**src/rtl/simon_round_ctrl.sv**
```systemverilog
// Simon round controller: owns the sequence-memory write/read ports, grows
// the pattern by one LFSR step per round, plays it back on the LEDs at the
// slow-tick cadence and then judges the player's presses against memory.
`timescale 1ns/1ps

module simon_round_ctrl #(
    parameter int unsigned MAX_LEN       = 16,
    parameter int unsigned ADDR_W        = 4,
    parameter int unsigned ON_TICKS      = 2,
    parameter int unsigned OFF_TICKS     = 1,
    parameter int unsigned TIMEOUT_TICKS = 8
) (
    input  logic              clk,
    input  logic              reset,
    input  logic              tick,
    input  logic              start,
    input  logic [1:0]        rnd,
    input  logic              btn_valid,
    input  logic [1:0]        btn_val,
    output logic              wr_en,
    output logic [ADDR_W-1:0] wr_addr,
    output logic [1:0]        wr_data,
    output logic [ADDR_W-1:0] rd_addr,
    input  logic [1:0]        rd_data,
    output logic [3:0]        led,
    output logic              error_led,
    output logic              win,
    output logic [ADDR_W:0]   round_len,
    output logic [2:0]        state
);

    typedef enum logic [2:0] {
        S_IDLE     = 3'd0,
        S_APPEND   = 3'd1,
        S_PLAY_ON  = 3'd2,
        S_PLAY_OFF = 3'd3,
        S_INPUT    = 3'd4,
        S_FAIL     = 3'd5,
        S_WIN      = 3'd6
    } state_t;

    localparam int unsigned    CNT_W    = 16;
    localparam logic [CNT_W-1:0] ON_LAST  = CNT_W'(ON_TICKS - 1);
    localparam logic [CNT_W-1:0] OFF_LAST = CNT_W'(OFF_TICKS - 1);
    localparam logic [CNT_W-1:0] TO_LAST  = CNT_W'(TIMEOUT_TICKS - 1);
    localparam logic [ADDR_W:0]  MAX_LEN_V = (ADDR_W + 1)'(MAX_LEN);

    state_t              state_q, state_d;
    logic [ADDR_W:0]     round_len_q, round_len_d;
    logic [ADDR_W-1:0]   play_idx_q, play_idx_d;
    logic [ADDR_W-1:0]   in_idx_q, in_idx_d;
    logic [CNT_W-1:0]    tick_cnt_q, tick_cnt_d;
    logic [CNT_W-1:0]    to_cnt_q, to_cnt_d;
    logic [3:0]          led_q, led_d;
    logic                error_q, error_d;
    logic                win_q, win_d;
    logic                first_q, first_d;
    logic [ADDR_W:0]     len_m1;
    logic [ADDR_W-1:0]   last_idx;

    function automatic logic [3:0] onehot(input logic [1:0] v);
        return 4'b0001 << v;
    endfunction

    assign len_m1   = round_len_q - 1'b1;
    assign last_idx = len_m1[ADDR_W-1:0];

    // Memory ports and debug state decode straight from the state registers.
    assign wr_en     = (state_q == S_APPEND);
    assign wr_addr   = round_len_q[ADDR_W-1:0];
    assign wr_data   = rnd;
    assign rd_addr   = (state_q == S_INPUT) ? in_idx_q : play_idx_q;
    assign state     = state_q;
    assign led       = led_q;
    assign error_led = error_q;
    assign win       = win_q;
    assign round_len = round_len_q;

    // Next-state, index/counter updates and next values of registered outputs.
    always_comb begin
        state_d     = state_q;
        round_len_d = round_len_q;
        play_idx_d  = play_idx_q;
        in_idx_d    = in_idx_q;
        tick_cnt_d  = tick_cnt_q;
        to_cnt_d    = to_cnt_q;
        led_d       = '0;
        error_d     = 1'b0;
        win_d       = 1'b0;
        first_d     = 1'b0;

        case (state_q)
            S_IDLE, S_FAIL, S_WIN: begin
                if (start) begin
                    round_len_d = '0;
                    state_d     = S_APPEND;
                end
            end
            S_APPEND: begin
                round_len_d = round_len_q + 1'b1;
                play_idx_d  = '0;
                tick_cnt_d  = '0;
                state_d     = S_PLAY_ON;
            end
            S_PLAY_ON: begin
                if (tick) begin
                    if (tick_cnt_q == ON_LAST) begin
                        tick_cnt_d = '0;
                        state_d    = S_PLAY_OFF;
                    end else begin
                        tick_cnt_d = tick_cnt_q + 1'b1;
                    end
                end
            end
            S_PLAY_OFF: begin
                if (tick) begin
                    if (tick_cnt_q == OFF_LAST) begin
                        tick_cnt_d = '0;
                        if (play_idx_q == last_idx) begin
                            in_idx_d = '0;
                            to_cnt_d = '0;
                            state_d  = S_INPUT;
                        end else begin
                            play_idx_d = play_idx_q + 1'b1;
                            state_d    = S_PLAY_ON;
                        end
                    end else begin
                        tick_cnt_d = tick_cnt_q + 1'b1;
                    end
                end
            end
            S_INPUT: begin
                // A press outranks a coincident tick: the timeout restarts.
                if (btn_valid) begin
                    to_cnt_d = '0;
                    if (btn_val == rd_data) begin
                        if (in_idx_q == last_idx) begin
                            state_d = (round_len_q == MAX_LEN_V) ? S_WIN : S_APPEND;
                        end else begin
                            in_idx_d = in_idx_q + 1'b1;
                        end
                    end else begin
                        state_d = S_FAIL;
                    end
                end else if (tick) begin
                    if (to_cnt_q == TO_LAST) begin
                        state_d = S_FAIL;
                    end else begin
                        to_cnt_d = to_cnt_q + 1'b1;
                    end
                end
            end
            default: state_d = S_IDLE;
        endcase

        // rd_data for the current step is only valid from the 2nd clk in
        // PLAY_ON, so the LED is loaded starting then and stays dark before.
        first_d = (state_d == S_PLAY_ON) && (state_q != S_PLAY_ON);
        case (state_d)
            S_PLAY_ON: if (state_q == S_PLAY_ON && !first_q) led_d = onehot(rd_data);
            S_WIN:     led_d = '1;
            default:   led_d = '0;
        endcase
        error_d = (state_d == S_FAIL);
        win_d   = (state_d == S_WIN);
    end

    // FSM state register.
    always_ff @(posedge clk or posedge reset) begin
        if (reset) state_q <= S_IDLE;
        else       state_q <= state_d;
    end

    // Indices, counters and registered outputs.
    always_ff @(posedge clk or posedge reset) begin
        if (reset) begin
            round_len_q <= '0;
            play_idx_q  <= '0;
            in_idx_q    <= '0;
            tick_cnt_q  <= '0;
            to_cnt_q    <= '0;
            led_q       <= '0;
            error_q     <= 1'b0;
            win_q       <= 1'b0;
            first_q     <= 1'b0;
        end else begin
            round_len_q <= round_len_d;
            play_idx_q  <= play_idx_d;
            in_idx_q    <= in_idx_d;
            tick_cnt_q  <= tick_cnt_d;
            to_cnt_q    <= to_cnt_d;
            led_q       <= led_d;
            error_q     <= error_d;
            win_q       <= win_d;
            first_q     <= first_d;
        end
    end

endmodule

```
**config.mk**
```make
export PLATFORM = sky130hd
export DESIGN_NAME = simon_round_ctrl
export DESIGN_NICKNAME = d
export VERILOG_FILES = /design/src/rtl/simon_round_ctrl.sv
export SDC_FILE = /design/constraint.sdc
export NUM_CORES = 1
export LEC_CHECK = 0
export BUFFER_PORTS_ARGS = -buffer_cell sky130_fd_sc_hd__buf_2
export CAP_MARGIN = 30
export CORE_UTILIZATION = 30
export CTS_CLUSTER_SIZE = 12
export DETAILED_ROUTE_END_ITERATION = 12
export GPL_TIMING_DRIVEN = 0
export PLACE_DENSITY_LB_ADDON = 0.2
export SYNTH_ARGS = -nofsm -noshare
export SYNTH_HDL_FRONTEND = slang
export SYNTH_SLANG_ARGS = --single-unit
```
**constraint.sdc**
```tcl
create_clock -name clk -period 4.9 [get_ports clk]
set_input_delay 0.735 -clock clk [delete_from_list [all_inputs] [get_ports clk]]
set_output_delay 0.735 -clock clk [all_outputs]
set_load 0.005 [all_outputs]
```
==> results of run 1 <==
## kinds of logic after synthesis
| family | share of synthesized area (%) |
|---|---|
| DFF | 40.3 |
| xor gates and xnor gates | 9.04 |
| buffers and inverters | 5.01 |
| muxes | 0.586 |
| adders and majority gates | 3.29 |
| AOI/OAI and AO/OA | 12.7 |
| and+or+nand+nor | 29.1 |
## cell type report
class                      count  area [µm²]
clock inverter                 2        35.0
inverter                      20        75.1
tap                          140         175
fill                        1110        7030
clock buffer                   6         139
buffer                        16        96.3
timing repair buffer          34         185
multi-input combinational    290        1870
sequential                    55        1380
## power breakdown
part / switching, W / internal (W) / total (W)
Sequential: 0.0000882 / 0.000520 / 0.000609
Combinational: 0.000357 / 0.000249 / 0.000607
Clock: 0.000162 / 0.000255 / 0.000416
Total: 0.000607 / 0.00102 / 0.00163
## cells in the mapped netlist (3+ instances only)
master	instances	area, µm²
dfrtp_1	55	1380
nand2_1	47	176
nor2_1	38	143
nand3_1	22	110
o21ai_0	22	110
inv_1	20	75.1
a21oi_1	17	85.1
xnor2_1	17	149
xor2_1	13	114
nand4_1	11	68.8
ha_1	9	113
and3_1	8	50.1
buf_4	6	45.0
and4_1	5	43.8
nand2b_1	5	31.3
nor3_1	5	25.0
o31ai_1	5	37.5
or4_1	5	37.5
buf_2	4	20.0
clkbuf_1	4	15.0
nand3b_1	4	30.0
o21a_1	4	30.0
or3_1	4	25.0
a21o_1	3	22.5
o211ai_1	3	22.5
## sequential cells by signal, indices dropped and copies added (netlist names)
| signal | count |
|---|---|
| play_idx_q | 4 |
| in_idx_q | 4 |
| win | 1 |
| error_led | 1 |
| state | 3 |
| first_q | 1 |
| round_len | 5 |
| to_cnt_q | 16 |
| led | 4 |
| tick_cnt_q | 16 |
## stage by stage
step	hold slack, ns	utilization, %
floorplan	0.464	-
detailed placement	0.506	34.4
global route	0.549	36.0
global placement	0.502	34.2
CTS	0.513	36.0
finish	0.507	36.0
## layer usage
| layer | up-vias | share of wire (%) | global-route usage, % | wire length, µm |
|---|---|---|---|---|
| li1 | 1425 | - | - | - |
| met1 | 1327 | 48 | 18.2 | 3780 |
| met2 | 21 | 49 | 24.5 | 3870 |
| met3 | 4 | 2.2 | 2.69 | 172 |
| met4 | 0 | 0.56 | 2.90 | 44 |
| met5 | - | 0 | 0 | 0 |
## critical path: cells and delay by family, from the launching register on
kind / cells / cell delay (ns)
simple gates: 3 / 0.77
buf+inv: 2 / 0.31
compound gates: 2 / 0.40
flops: 1 / 0.55
xor+xnor: 1 / 0.19
fa+ha+maj: 1 / 0.38
## worst min path at each step
| stage | startpoint | endpoint | depth (start not counted) |
|---|---|---|---|
| global placement | to_cnt_q[14] | to_cnt_q[14] | 1 |
| global route | to_cnt_q[9] | to_cnt_q[9] | 1 |
| floorplan | to_cnt_q[9] | to_cnt_q[9] | 1 |
| finish | to_cnt_q[9] | to_cnt_q[9] | 1 |
| detailed placement | to_cnt_q[9] | to_cnt_q[9] | 1 |
| CTS | to_cnt_q[14] | to_cnt_q[14] | 1 |
==> metrics.md, run 1 <==
| Metric | Value |
|---|---|
| Design area | `0.00395 mm²` |
| Clock Skews | `0.00747 ns` |
| Number of max-cap violations | `0` |
| Max-slew headroom | `47.4%` |
| Placed cell area | `0.00378 mm²` |
| Worst skew pair latency | `0.29 ns` |
| Routed WL per cell | `14.0 µm` |
| Cell Rows | `38` |
| Worst Hold Class | `reg2reg` |
| Final nets | `442` |
| # Post-CTS Setup Buffers | `0` |
| Vias | `2777` |
| IO buf count | `33` |
| Final ANT Viol Nets | `0` |
| Max Clk Rate | `378 MHz` |
| Die area | `about 0.012 mm²` |
| Pre-CTS setup slack | `2.24 ns` |
| CTS tree | `yes` |
| 1st-iter DRT viols | `215` |
| Synthesized area per cell | `8.97 µm²` |
| Ratio of cells with drive above 1 in the final layout | `17.3%` |
| Global route total overflow | `0` |
| Slowest-stage cell, CP | `dfrtp_1` |
| Critical path class | `reg2reg` |
| Lkg Pwr | `1.79 nW` |
| Hold_buf cts | `0` |
| Peak supply drop | `0.164 mV` |
| Drc violations | `0` |
| Largest net degree at the start of global routing | `29` |
| 1st-pass router iterations | `4` |
| # diodes | `0` |
| Post-DP HPWL | `6.06 mm` |
| Final worst slack | `2.26 ns` |
| Tmin final | `2.64 ns` |
| Total track usage | `14.1%` |
| Starting Density | `31.1%` |
| WL final | `7.88 mm` |
| Final setup fails | `0` |
| Net Count, Synth | `401` |
| Dpl cells | `555` |
| Overall power | `~0.0016 W` |
| Async SR Flop Fraction | `100%` |
| Routability cong. | `0.820` |
| CTS Root Cell | `clkbuf_16` |
| Total CTS buffers | `5` |
| Status | `complete, no violations` |
| Yosys cell types | `59` |
| Synth-to-layout area growth | `15.6%` |
| Post-Synthesis Cells | `381` |
| CP required | `approximately 5.1 ns` |
| Clk sinks | `between 50 and 60` |
| First-pass GRT wire length | `13.0 mm` |
| Commonest non-fill, non-tap cells in the layout | `55 x dfrtp_1, 47 x nand2_1, 38 x nor2_1` |
| Vias in the first global route | `around 2700` |
| Most frequent CP cell | `nand3_2` |
| Count of state elements after synthesis | `55` |
| Worst-margin pin slew | `0.783 ns` |
| Final Cycle Share | `a little over half` |
| Core Region | `0.0110 mm²` |
| Reg2Reg Depth | `9` |
| Synthesized cell area | `0.00342 mm²` |
| CP endpoint kind | `flop` |
| RR Endpoint | `to_cnt_q[5]` |
| Ys Warns | `0` |
| Clock slew at the register clock pins of the worst setup and hold paths | `0.07 ns` |
| Worst setup endpoint | `to_cnt_q[5]` |
| Initial antenna violation count | `0` |
| Number of flops mapped to enable cells by yosys | `0` |
| Num ports | `36` |
| Chip height | `roughly 110 µm` |
| Pwr dens | `a little over 400 mW/mm²` |
| CP max FO | `10` |
| Kind of start point of the critical path | `flop` |
| Via density per instance | `4.93` |
| R2r setup slk | `roughly 2.3 ns` |
| Post-CTS resize count | `0` |
| Htree depth | `2` |
| RSZ-0062 raised after global routing | `false` |
| Final TNS setup | `0 ns` |
| Final hold vios | `0` |
| Post-Layout Cell Count | `563` |
| Main flop type after synthesis | `dfrtp_1` |
| Worst-path cell chain | `inv_1 -> ha_1 -> xor2_1 -> nand3_2 -> o21ai_4 -> nand3_2 -> buf_6 -> or4_4 -> a21oi_2` |
| Die X-Extent | `between 100 and 150 µm` |
| Clk buf depth | `2` |
| Worst setup path start | `round_len[0]` |
| Reg2Reg Launch Point | `round_len[0]` |
| CP arrival | `2.87 ns` |
| Commonest non-fill, non-tap cell in the layout | `dfrtp_1` |
| Fin. max-slew vios | `0` |
| Max incr delay on CP | `0.55 ns` |
| Sequential fraction of the synthesis area | `approximately two fifths` |
Power figures use the tool's default switching activity.
==> run 2, diff against run 1 <==
- clock period: 4.9 -> 2.3 ns (I/O delays scaled with it)
==> metrics.md, run 2 (synthesis results as in run 1) <==
| Metric | Value |
|---|---|
| Initial antenna violation count | `0` |
| Die X-Extent | `109 µm` |
| Clock Skews | `0.00684 ns` |
| CTS Root Cell | `clkbuf_16` |
| Worst Hold Class | `in2async` |
| CP required | `2.54 ns` |
| Met1 GRT Util | `18.9%` |
| Total track usage | `roughly 15%` |
| Fin util | `a little under two fifths` |
| Max incr delay on CP | `about 0.47 ns` |
| CP max FO | `5` |
| Worst skew pair latency | `0.31 ns` |
| Via density per instance | `4.99` |
| Num ports | `36` |
| Fill count | `between 1000 and 1500` |
| Pwr dens | `870 mW/mm²` |
| Cell Rows | `38` |
| Routability cong. | `0.801` |
| Die area | `0.0118 mm²` |
| RSZ-0062 raised after global routing | `true` |
| Final ANT Viol Nets | `0` |
| Dpl cells | `555` |
| Sequential share of power | `34.9%` |
| Lkg Pwr | `between 1.5 and 2 nW` |
| CP endpoint kind | `flop` |
| Gr busiest metal | `met2` |
| Final nets | `between 400 and 500` |
| Number of max-cap violations | `0` |
| Clk sinks | `55` |
| Htree depth | `2` |
| Tmin final | `2.23 ns` |
| Overall power | `0.00363 W` |
| CP arrival | `2.47 ns` |
| WL final | `8.39 mm` |
| Worst-margin pin slew | `0.650 ns` |
| First-pass GRT wire length | `13.7 mm` |
| # diodes | `0` |
| Global Route met2 Usage | `25.6%` |
| Commonest non-fill, non-tap cells in the layout | `51 x dfrtp_1, 47 x nand2_1, 36 x buf_2` |
| Final Cycle Share | `97.0%` |
| Vias in the first global route | `between 2000 and 3000` |
| Logic pwr share | `43.9%` |
| 1st-pass router iterations | `4` |
| Final setup fails | `0` |
| Hold_buf cts | `0` |
| Max-slew headroom | `56.6%` |
| IO buf count | `33` |
| Slowest-stage cell, CP | `or4_4` |
| Clock power frac | `21.2%` |
| Total CTS buffers | `5` |
| Sw Share | `39.2%` |
| Core Region | `0.0110 mm²` |
| Final hold vios | `0` |
| Ratio of cells with drive above 1 in the final layout | `25.4%` |
| Vias | `2882` |
| Clk buf depth | `2` |
| Drc violations | `0` |
| Commonest non-fill, non-tap cell in the layout | `dfrtp_1` |
| Fin. max-slew vios | `0` |
| Status | `complete, no violations` |
| Chip height | `109 µm` |
| Largest net degree at the start of global routing | `29` |
| CTS tree | `yes` |
| Clock slew at the register clock pins of the worst setup and hold paths | `0.07 ns` |
| Worst-path cell chain | `inv_2 -> ha_4 -> nor4bb_4 -> nand4_1 -> o21ai_2 -> nand3_2 -> buf_6 -> or4_4 -> a21oi_2` |
| Global route total overflow | `0` |
| Post-DP HPWL | `6.16 mm` |
| Grt met3 use | `approximately 4.2%` |
| Cell Int Power | `between 0.002 and 0.0025 W` |
| Critical path class | `reg2reg` |
| 1st-iter DRT viols | `98` |
| Synth-to-layout area growth | `22.0%` |
| Switch Pwr | `0.00142 W` |
| Kind of start point of the critical path | `flop` |
| Max Clk Rate | `448 MHz` |
| Routed WL per cell | `14.5 µm` |
| Peak supply drop | `0.386 mV` |
| Post-Layout Cell Count | `just under 600` |
| Hold_ws | `0.123 ns` |
| Starting Density | `between 30% and 40%` |
==> run 2: area by class of cell <==
cell class                      count  area [µm²]  area share (%)
Tap cell                          140         175            4.20
Inverter                           20        75.1            1.80
Multi-Input combinational cell    290        2000            47.9
Buffer                             15         103            2.46
Sequential cell                    55        1380            33.1
Timing Repair Buffer               49         295            7.08
Clock buffer                        6         129            3.09
Clock inverter                      2        13.8           0.330
==> run 2: power groups by stage <==
stage               Sequential, W  Combinational [W]  Clock [W]
floorplan                 0.00127           0.000979          0
global placement          0.00131            0.00132          0
detailed placement        0.00131            0.00135          0
CTS                       0.00126            0.00152   0.000803
global route              0.00129            0.00178   0.000833
finish                    0.00126            0.00159   0.000768
==> run 2: timing repair <==
action / in CTS / in global routing
pin swaps: 4 / 14
resized for setup: 15 / 23
endpoints found under the setup margin: 17 / 39
endpoints found under the hold margin: 0 / 0
buffers inserted: 6 / 8
cloned: 0 / 1
==> run 2: path summary, 6_finish.rpt <==
path,start,endpoint,slack (ns),cells past startpoint
setup / recovery,tick_cnt_q[1],to_cnt_q[5],0.07,9
hold / removal,reset,tick_cnt_q[1],0.12,2
setup reg to reg,tick_cnt_q[1],to_cnt_q[5],0.07,9
hold reg to reg,to_cnt_q[14],to_cnt_q[14],0.51,1
max in group asynchronous,reset,play_idx_q[3],1.59,3
min in group clk,rd_data[0],led[3],0.33,3
==> run 2: per-layer routing <==
| layer | share of wire [%] | wire length [µm] |
|---|---|---|
| met3 | 3.1 | 261 |
| met2 | 49 | 4090 |
| met5 | 0 | 0 |
| met1 | 47 | 3950 |
| met4 | 1.1 | 89 |
==> run 2: critical path: cells and delay by family (launching register included) <==
family                     cells  cell delay [ns]
and+or+nand+nor                4             1.02
DFF                            1             0.39
AOI/OAI and AO/OA              2             0.36
buffers and inverters          2             0.25
adders and majority gates      1             0.14
==> run 2: per-stage QoR <==
step                      setup TNS [ns]  area, µm²  setup WS (ns)
after floorplan                        0       3430         0.0199
after global placement            -15.90       3770         -0.446
after detailed placement           -1.87       3790         -0.209
after CTS                       -0.00928       4050       -0.00928
after global routing              -0.137       4170        -0.0587
final                                  0       4170         0.0686
==> run 3, diff against run 2 <==
- CORE_UTILIZATION: 30 -> 53
==> metrics.md, run 3 (synthesis results as in run 1) <==
| Metric | Value |
|---|---|
| Peak supply drop | `0.578 mV` |
| Ratio of cells with drive above 1 in the final layout | `24.4%` |
| CTS tree | `yes` |
| Cell Rows | `28` |
| CTS Root Cell | `clkbuf_8` |
| CP required | `~2.6 ns` |
| Final nets | `~460` |
| Worst skew pair latency | `0.32 ns` |
| Num ports | `36` |
| Clock slew at the register clock pins of the worst setup and hold paths | `0.10 ns` |
| Fin. max-slew vios | `0` |
| Status | `complete, no violations` |
| Clk buf depth | `2` |
| Commonest non-fill, non-tap cell in the layout | `dfrtp_1` |
| Starting Density | `56.4%` |
| Final setup fails | `0` |
| CP max FO | `8` |
| Chip height | `82.3 µm` |
| First-pass GRT wire length | `12.7 mm` |
| Pwr dens | `879 mW/mm²` |
| Most frequent CP cell | `buf_4` |
| Worst setup path start | `round_len[0]` |
| Number of max-cap violations | `0` |
| Total track usage | `approximately 25%` |
| RSZ-0062 raised after global routing | `true` |
| Worst Hold Class | `in2async` |
| Vias in the first global route | `2779` |
| Slowest-stage cell, CP | `or4_1` |
| Worst-path cell chain | `buf_4 -> nor3_4 -> xnor2_2 -> o21ai_4 -> buf_4 -> and2_1 -> buf_2 -> or4_1 -> nand2_1` |
| Max Clk Rate | `between 400 and 500 MHz` |
| Post-DP HPWL | `5.38 mm` |
| Hold_buf cts | `0` |
| Kind of start point of the critical path | `flop` |
| Routed WL per cell | `15.2 µm` |
| Clock Skews | `between 0.01 and 0.015 ns` |
| Largest net degree at the start of global routing | `34` |
| Drc violations | `0` |
| 1st-pass router iterations | `4` |
| Global route total overflow | `0` |
| Die area | `a little under 0.007 mm²` |
| Vias | `roughly 3000` |
| Overall power | `0.00355 W` |
| Htree depth | `2` |
| IO buf count | `33` |
| Fill count | `slightly below 500` |
| CP endpoint kind | `flop` |
| CP arrival | `2.50 ns` |
| Reg2Reg Launch Point | `round_len[0]` |
| CP Buf/Inv Count | `3` |
| Worst path top cell family by delay | `simple AND/OR/NAND/NOR gates` |
| Final ANT Viol Nets | `0` |
| Synth-to-layout area growth | `18.2%` |
| # diodes | `0` |
| Via density per instance | `5.70` |
| Die X-Extent | `a little over 80 µm` |
| Clk sinks | `55` |
| Commonest non-fill, non-tap cells in the layout | `52 x dfrtp_1, 47 x nand2_1, 37 x buf_2, 37 x nor2_1` |
| Initial antenna violation count | `0` |
| Design area | `0.00404 mm²` |
| Final hold vios | `0` |
| 1st-iter DRT viols | `140` |
| Core Region | `0.00606 mm²` |
| Fin util | `66.7%` |
| Tmin final | `2.23 ns` |
| WL final | `about 8 mm` |
| Placed cell area | `0.00371 mm²` |
| Critical path class | `reg2reg` |
| Max incr delay on CP | `0.48 ns` |
| Routability cong. | `0.864` |
| Lkg Pwr | `1.88 nW` |
| Final Cycle Share | `97.0%` |
| Total CTS buffers | `5` |
| Worst-margin pin slew | `0.718 ns` |
| Max-slew headroom | `51.9%` |
-- run 3: cell types whose count changed in the layout (fill, tap and decap cells not counted), moves of 2 or more --
cell and delta:
buf_4 +2, clkbuf_16 -5, clkbuf_4 -2, clkbuf_8 +6
nor2_1 +2, nor2_2 -3
-- run 3: metrics by stage --
step,hold WS (ns),setup TNS [ns],cells,setup WS (ns)
detailed placement,0.400,-1.62,490,-0.196
finish,0.0433,0,513,0.0684
global placement,0.493,-6.45,489,-0.266
global route,0.0877,-0.0633,513,-0.0323
floorplan,0.464,0,381,0.0199
CTS,0.0518,0,507,0.00513
-- run 3: worst paths after layout --
| path | endpoint | slack (ns) | cells after the start |
|---|---|---|---|
| max | to_cnt_q[11] | 0.07 | 9 |
| max in group asynchronous | round_len[1] | 1.71 | 3 |
| min | tick_cnt_q[11] | 0.04 | 2 |
| min reg2reg | to_cnt_q[9] | 0.51 | 1 |
| min in group clk | led[3] | 0.32 | 3 |
| max reg2reg | to_cnt_q[11] | 0.07 | 9 |
-- run 3: layout make-up --
| class | instances | area, µm² | area share (%) |
|---|---|---|---|
| repair buffers | 50 | 305 | 7.55 |
| well taps | 75 | 93.8 | 2.32 |
| flip-flops and latches | 55 | 1380 | 34.1 |
| plain buffers | 15 | 97.6 | 2.41 |
| inverters | 20 | 75.1 | 1.86 |
| multi-input cells | 290 | 1970 | 48.8 |
| clock inverters | 2 | 35.0 | 0.867 |
| clock buffers | 6 | 82.6 | 2.04 |
-- run 3: power breakdown --
| group | switching [W] | internal [W] |
|---|---|---|
| logic | 0.000917 | 0.000699 |
| clock network | 0.000330 | 0.000353 |
| registers | 0.000146 | 0.00111 |
| total | 0.00139 | 0.00216 |
-- run 3: what timing repair did --
action / in CTS / in global routing
gates resized for setup: 10 / 18
endpoints found under the setup margin: 29 / 35
pin swaps: 5 / 5
setup buffers: 9 / 7
-- run 3: routing by layer --
metal | part of all wire [%] | vias to the layer above | GRT usage, %
met3 | 2.6 | 8 | 4.40
met2 | 48 | 51 | 40.9
li1 | - | 1444 | -
met4 | 1.2 | 0 | 8.42
met1 | 48 | 1419 | 32.6
met5 | 0 | - | 0
-- run 3: worst reg2reg max path: stages, from the launching register on --
cell,delay (ns)
dfrtp_2,0.42
buf_4,0.18
nor3_4,0.26
xnor2_2,0.20
o21ai_4,0.10
buf_4,0.16
and2_1,0.12
buf_2,0.18
or4_1,0.48
nand2_1,0.07
